==> config.mk <==
export PLATFORM = sky130hd
export DESIGN_NAME = vend_dispense_ctrl
export DESIGN_NICKNAME = d
export VERILOG_FILES = /design/src/rtl/vend_dispense_ctrl.sv
export SDC_FILE = /design/constraint.sdc
export NUM_CORES = 1
export LEC_CHECK = 0
export BUFFER_PORTS_ARGS = -buffer_cell sky130_fd_sc_hd__buf_2
export CORE_ASPECT_RATIO = 0.7
export CORE_MARGIN = 2
export CORE_UTILIZATION = 40
export CTS_BUF_LIST = sky130_fd_sc_hd__clkbuf_4 sky130_fd_sc_hd__clkbuf_8
export CTS_CLUSTER_DIAMETER = 100
export DETAILED_ROUTE_END_ITERATION = 8
export HOLD_SLACK_MARGIN = 0.15
export MAX_ROUTING_LAYER = met4
export SYNTH_ARGS = -nofsm -noshare
export SYNTH_HDL_FRONTEND = slang
export SYNTH_SLANG_ARGS = --single-unit
==> constraint.sdc <==
create_clock -name clk_i -period 1.9 [get_ports clk_i]
set_clock_uncertainty 0.1 [all_clocks]
set_input_delay 0.095 -clock clk_i [delete_from_list [all_inputs] [get_ports clk_i]]
set_output_delay 0.095 -clock clk_i [all_outputs]
set_load 0.005 [all_outputs]
==> src/rtl/vend_dispense_ctrl.sv <==
// Actuator sequencer behind the vending FSM: one order drives the soda motor,
// then the nickel ejector once per coin, each pulse waiting for its ack.
module vend_dispense_ctrl #(
  parameter int unsigned CHANGE_W       = 3,
  parameter int unsigned PULSE_CYCLES   = 4,
  parameter int unsigned TIMEOUT_CYCLES = 255,
  parameter int unsigned TOTAL_W        = 16
) (
  input  logic                clk_i,
  input  logic                rst_ni,
  input  logic                vend_valid_i,
  output logic                vend_ready_o,
  input  logic                soda_i,
  input  logic [CHANGE_W-1:0] change_i,
  output logic                soda_motor_o,
  input  logic                soda_done_i,
  output logic                coin_eject_o,
  input  logic                coin_done_i,
  output logic                vend_done_o,
  output logic                busy_o,
  output logic                fault_o,
  input  logic                fault_clr_i,
  output logic [TOTAL_W-1:0]  total_coins_o
);

  localparam logic [2:0] IDLE       = 3'd0;
  localparam logic [2:0] SODA_PULSE = 3'd1;
  localparam logic [2:0] SODA_WAIT  = 3'd2;
  localparam logic [2:0] COIN_PULSE = 3'd3;
  localparam logic [2:0] COIN_WAIT  = 3'd4;
  localparam logic [2:0] FAULT      = 3'd5;

  // One counter serves both pulse length and ack timeout; it restarts on every state entry.
  localparam int unsigned CNT_MAX = (PULSE_CYCLES > TIMEOUT_CYCLES) ? PULSE_CYCLES : TIMEOUT_CYCLES;
  localparam int unsigned CNT_W   = (CNT_MAX > 1) ? $clog2(CNT_MAX) : 1;
  localparam logic [CNT_W-1:0] PULSE_LAST   = CNT_W'(PULSE_CYCLES - 1);
  localparam logic [CNT_W-1:0] TIMEOUT_LAST = CNT_W'(TIMEOUT_CYCLES - 1);

  logic [2:0]          state_q, state_d;
  logic [CHANGE_W-1:0] rem_q, rem_d;
  logic [CNT_W-1:0]    cnt_q, cnt_d;
  logic [TOTAL_W-1:0]  total_q, total_d;
  logic                done_q, done_d;

  always_comb begin
    // NOTE: every signal gets a default here so no path leaves one unassigned (no latches).
    state_d = state_q;
    rem_d   = rem_q;
    cnt_d   = cnt_q + 1'b1;
    total_d = total_q;
    done_d  = 1'b0;
    unique case (state_q)
      IDLE: begin
        cnt_d = '0;
        if (vend_valid_i) begin
          rem_d = change_i;
          if (soda_i)                state_d = SODA_PULSE;
          else if (change_i != '0)   state_d = COIN_PULSE;
        end
      end
      SODA_PULSE: begin
        if (cnt_q == PULSE_LAST) begin
          state_d = SODA_WAIT;
          cnt_d   = '0;
        end
      end
      SODA_WAIT: begin
        if (soda_done_i) begin
          cnt_d = '0;
          if (rem_q != '0) begin
            state_d = COIN_PULSE;
          end else begin
            state_d = IDLE;
            done_d  = 1'b1;
          end
        end else if (cnt_q == TIMEOUT_LAST) begin
          state_d = FAULT;
          cnt_d   = '0;
        end
      end
      COIN_PULSE: begin
        if (cnt_q == PULSE_LAST) begin
          state_d = COIN_WAIT;
          cnt_d   = '0;
        end
      end
      COIN_WAIT: begin
        // An ack arriving in the expiry cycle takes priority over the timeout.
        if (coin_done_i) begin
          cnt_d   = '0;
          rem_d   = rem_q - 1'b1;
          total_d = total_q + 1'b1;
          if (rem_q == CHANGE_W'(1)) begin
            state_d = IDLE;
            done_d  = 1'b1;
          end else begin
            state_d = COIN_PULSE;
          end
        end else if (cnt_q == TIMEOUT_LAST) begin
          state_d = FAULT;
          cnt_d   = '0;
        end
      end
      FAULT: begin
        cnt_d = '0;
        if (fault_clr_i) begin
          state_d = IDLE;
          rem_d   = '0;
        end
      end
      default: begin
        state_d = IDLE;
        cnt_d   = '0;
      end
    endcase
  end

  // NOTE: state registers use non-blocking assignments so all flops update together on the edge.
  always_ff @(posedge clk_i or negedge rst_ni) begin
    if (!rst_ni) begin
      state_q <= IDLE;
      rem_q   <= '0;
      cnt_q   <= '0;
      total_q <= '0;
      done_q  <= 1'b0;
    end else begin
      state_q <= state_d;
      rem_q   <= rem_d;
      cnt_q   <= cnt_d;
      total_q <= total_d;
      done_q  <= done_d;
    end
  end

  assign vend_ready_o  = (state_q == IDLE);
  assign busy_o        = (state_q != IDLE);
  assign soda_motor_o  = (state_q == SODA_PULSE);
  assign coin_eject_o  = (state_q == COIN_PULSE);
  assign fault_o       = (state_q == FAULT);
  assign vend_done_o   = done_q;
  assign total_coins_o = total_q;

endmodule

### After elaboration in Yosys (flattened, before gate mapping)

Cells that the tools add are included.

| operators by class | value |
|---|---|
| add/subtract/negate cells | 3 |
| equality and inequality tests | 14 |
| mux-type cells | 25 |
| reductions and logical operators | 9 |

Operators by type and width:

| cell | count |
|---|---|
| $mux W3 | 11 |
| $mux W8 | 4 |
| $pmux W8 S3 | 1 |
| $pmux W3 S6 | 1 |
| $add A16 B1 Y16 const B | 1 |
| $reduce_bool A3 Y1 | 4 |
| $pmux W3 S3 | 1 |
| $add A8 B1 Y8 const B | 1 |
| $eq A8 B2 Y1 const B | 1 |
| $eq A8 B8 Y1 const B | 1 |
| $eq A3 B1 Y1 const B | 2 |
| $eq A3 B2 Y1 const B | 2 |
| $eq A3 B3 Y1 const B | 2 |
| $ne A2 B1 Y1 const B | 3 |
| $reduce_and A5 Y1 | 1 |
| $mux W1 | 4 |
| $mux W2 | 2 |
| $ne A2 B2 Y1 const B | 2 |
| $reduce_and A4 Y1 | 1 |
| $logic_not A3 Y1 | 1 |
| $ne A3 B1 Y1 const B | 1 |
| $sub A3 B1 Y3 const B | 1 |
| $pmux W1 S2 | 1 |
| $reduce_and A2 Y1 | 1 |
| $reduce_or A2 Y1 | 1 |

| word-level totals | value |
|---|---|
| flip-flop bits (word level) | 31 |
| input bits | 10 |
| output and inout port bits | 22 |
| word-level logic and storage cells | 56 |

### Depth between registers and ports, before layout

| depth | value |
|---|---|
| depth in word-level cells | 5 |
| mapped depth | 6 |
| mapped depth without buffers | 6 |

### Worst setup path before layout

Ideal clock, no wire load.

| timing path | value |
|---|---|
| kind | register to register |
| from | reg cnt_q[0] |
| to | reg state_q[0] |
| library setup time | 0.145 ns |
| data arrival time | 1.600 ns |
| required time | 1.655 ns |
| setup slack | 0.055 ns |
| cell stages (with the launch flop) | 6 |
| path buffers | 0 |
| clock period less this slack | 1.845 ns |
| cell sequence | dfrtp_1 ha_1 or4b_4 o41ai_4 and3_1 a32oi_1 |

| between the ends | value |
|---|---|
| word-level cells in the longest chain between the ends | 4 |
| elaborated cells on any way between the ends | 9 |
| classes of those cells | 4 x eq/ne; 4 x mux; 1 x reduce/logical |

Ends and longest elaborated chain:

| element | line | RTL |
|---|---|---|
| from (decl) | 41 | `logic [CNT_W-1:0] cnt_q, cnt_d;` |
| from (signal assigned) | 129 | `cnt_q <= cnt_d;` |
| $eq A8 B8 Y1 | 76, 99 |  |
| $mux W3 | -- |  |
| $mux W3, on equally long branches | -- |  |
| $pmux W3 S6 | -- |  |
| to (signal assigned) | 127 | `state_q <= state_d;` |
| to (decl) | 39 | `logic [2:0] state_q, state_d;` |

Several ways; a longest one is shown, not always the timed one.
A chain may end at the register's enable or synchronous reset.

### Final worst setup path

Ends and elaborated chain as after synthesis.

==> results_dict.tcl <==
set metrics [dict create \
    async_flop_share 1.00 \
    critPathLaunchType "flip-flop" \
    fmax_ghz 0.538 \
    grt_pass1_wl_um 6190 \
    critPathLaunch "cnt_q[0]" \
    grt_max_degree 32 \
    drcViolationCount 0 \
    drt_wl_total_um 3660 \
    root_buffer "clkbuf_8" \
    crit_type "reg2reg" \
    ys_warn_count 0 \
    num_rows 20 \
    synth-main-ff-cell "dfrtp_1" \
    crit_path_max_fanout 4 \
    numCtsBuffers 5 \
    routed_via_density 5.12 \
    num_antenna_cells 0 \
    num_vias 1418 \
    ys_ff_latch 31 \
    wl_per_cell_um 13.2 \
    dp_hpwl_um 2620 \
    setup_viol 0 \
    syn_nets 188 \
    power.density_mw_per_mm2 1080 \
    first_pass_iters 4 \
    end_kind "flip-flop" \
    portBuffers 31 \
    syn_avg_cell_area_um2 10.4 \
    gp_congestion 0.868 \
    slew_headroom 0.542 \
    grt.total_usage 0.166 \
    nets 240 \
    period_minus_slack_ns 1.86 \
    min_from "soda_i" \
    status "finished, final reports clean" \
    die_h_um 59.7 \
    synth_edf_count 0 \
    cp.arrival_ns 1.90 \
    hold_class "in2reg" \
    coreArea_mm2 0.00430 \
    utilization 0.511 \
    rsz0062_at_grt "yes" \
    dieArea_mm2 0.00500 \
    cts.clk_slew.worst_paths_ns 0.06 \
    start_util 0.413 \
    postRouteAntennaNets 0 \
    drtIter0Drc 147 \
    cts_tree "built" \
    grt_pass1_vias 1261 \
    antenna_found_initial 0 \
    ys_types 47 \
    area_delta_synth_final_pct 23.9 \
    gr-total-overflow 0 \
    post-route-period-util 0.979 \
    clockBufferDepth 2 \
    tightest_slew_ns 0.687 \
    clock_latency_ns 0.27 \
    p_leak_nw 1.08 \
    cts_sinks 31 \
    syn_area_mm2 0.00178 \
    setup-tns-final_ns 0 \
    final_layout_size_suffix_gt1_frac 0.284 \
    worst_ep_required_time_ns 1.94 \
    peakVddDrop_v 0.000563 \
    hold_viol 0 \
    cap_violations 0 \
    die_x_um 83.6 \
    rr_startpoint "cnt_q[0]" \
    num_io_pins 32 \
    htreeDepth 2 \
    ys_seq_area_frac 0.437 \
    synthesis.instances 171 \
    maxSlewViolCount 0 \
]
registers in the layout, indices dropped and copies added, names as in the netlist:
name	flops
cnt_q	8
vend_done_o	1
rem_q	3
state_q	3
total_coins_o	16
Yosys cell counts, types with 2 or more instances:
master	instances	share of area
xnor2_1	8	0.039
nand4_1	2	0.0070
nor2_1	15	0.032
buf_4	2	0.0085
o211ai_1	2	0.0085
and2b_2	2	0.0099
nand3_1	8	0.023
nor2b_1	2	0.0070
o21ai_0	2	0.0056
nand2b_1	3	0.011
nor3_1	10	0.028
inv_1	8	0.017
and3_1	3	0.011
dfrtp_1	31	0.44
ha_1	7	0.049
xor2_1	13	0.064
a21oi_1	5	0.014
nand2_1	13	0.027
clkbuf_8	2	0.016
and4_2	2	0.011
and2_1	3	0.011
mux2i_1	3	0.017
layer usage:
| layer | up-vias | part of all wire | GRT usage |
|---|---|---|---|
| met4 | 0 | 0.0041 | 0.0530 |
| met1 | 673 | 0.54 | 0.258 |
| met2 | 42 | 0.40 | 0.206 |
| li1 | 701 | - | - |
| met3 | 2 | 0.055 | 0.0401 |
| met5 | - | 0 | - |
critical path: stages, from the launching register on:
cell,delay [ns]
dfrtp_1,0.35
ha_2,0.18
or4b_4,0.47
o41ai_4,0.33
and3_1,0.22
a32oi_1,0.09
kinds of logic after synthesis:
group | synth area share
flops | 0.437
xor+xnor | 0.104
mux | 0.0233
simple gates | 0.237
fa+ha+maj | 0.0493
compound gates | 0.0994
buf+inv | 0.0500
through the flow:
stage	hold slack [ns]	area [um2]	total power, mW	instances	setup slack (ns)
floorplan	-0.301	1780	1.59	171	0.0547
global placement	0.0892	2020	1.88	261	0.0744
detailed placement	0.0820	2020	1.88	261	0.0177
CTS	0.200	2180	2.38	276	0.0265
global route	0.249	2200	2.56	277	-0.0323
finish	0.214	2200	2.37	277	0.0401
timing repair:
action	in CTS	in global routing
endpoints found under the hold margin	38	0
resized for setup	0	2
buffers inserted	0	1
hold buffers	9	0
endpoints found under the setup margin	0	9
area by class of cell:
| cell class | instances | area, um2 |
|---|---|---|
| Fill cell | 416 | 2100 |
| Multi-Input combinational cell | 126 | 921 |
| Sequential cell | 31 | 776 |
| Timing Repair Buffer | 51 | 328 |
| Clock buffer | 6 | 76.3 |
| Tap cell | 55 | 68.8 |
| Inverter | 8 | 30.0 |
path summary, 6_finish.rpt:
| check | to | slack, ns | cells past startpoint |
|---|---|---|---|
| worst max-delay path | state_q[0] | 0.04 | 5 |
| worst min-delay path | state_q[2] | 0.21 | 5 |
| worst max register to register | state_q[0] | 0.04 | 5 |
| worst min register to register | total_coins_o[15] | 0.37 | 1 |
| max in group asynchronous | rem_q[0] | 0.95 | 2 |
| min in group asynchronous | cnt_q[5] | 0.30 | 2 |
power breakdown:
group	leakage (nW)	switching, mW	internal, mW
combinational	0.643	0.525	0.488
clock	0.0406	0.213	0.258
sequential	0.400	0.100	0.784
cells in the final DEF, fill, tap and decap left out, types with 2 or more instances in the layout:
cell type       n
dfrtp_1        31
buf_2          31
nor2_1         15
nand2_1        13
xor2_1         13
buf_4          11
nor3_1         10
dlygate4sd3_1   9
inv_1           8
xnor2_1         8
nand3_1         8
ha_1            6
a21oi_1         5
clkbuf_8        5
and2_1          3
nand2b_1        3
and3_1          3
mux2i_1         3
nor2b_1         2
and2b_2         2
and4_2          2
nand4_1         2
o21ai_0         2
o211ai_1        2
(Power assumes the default switching activity.)
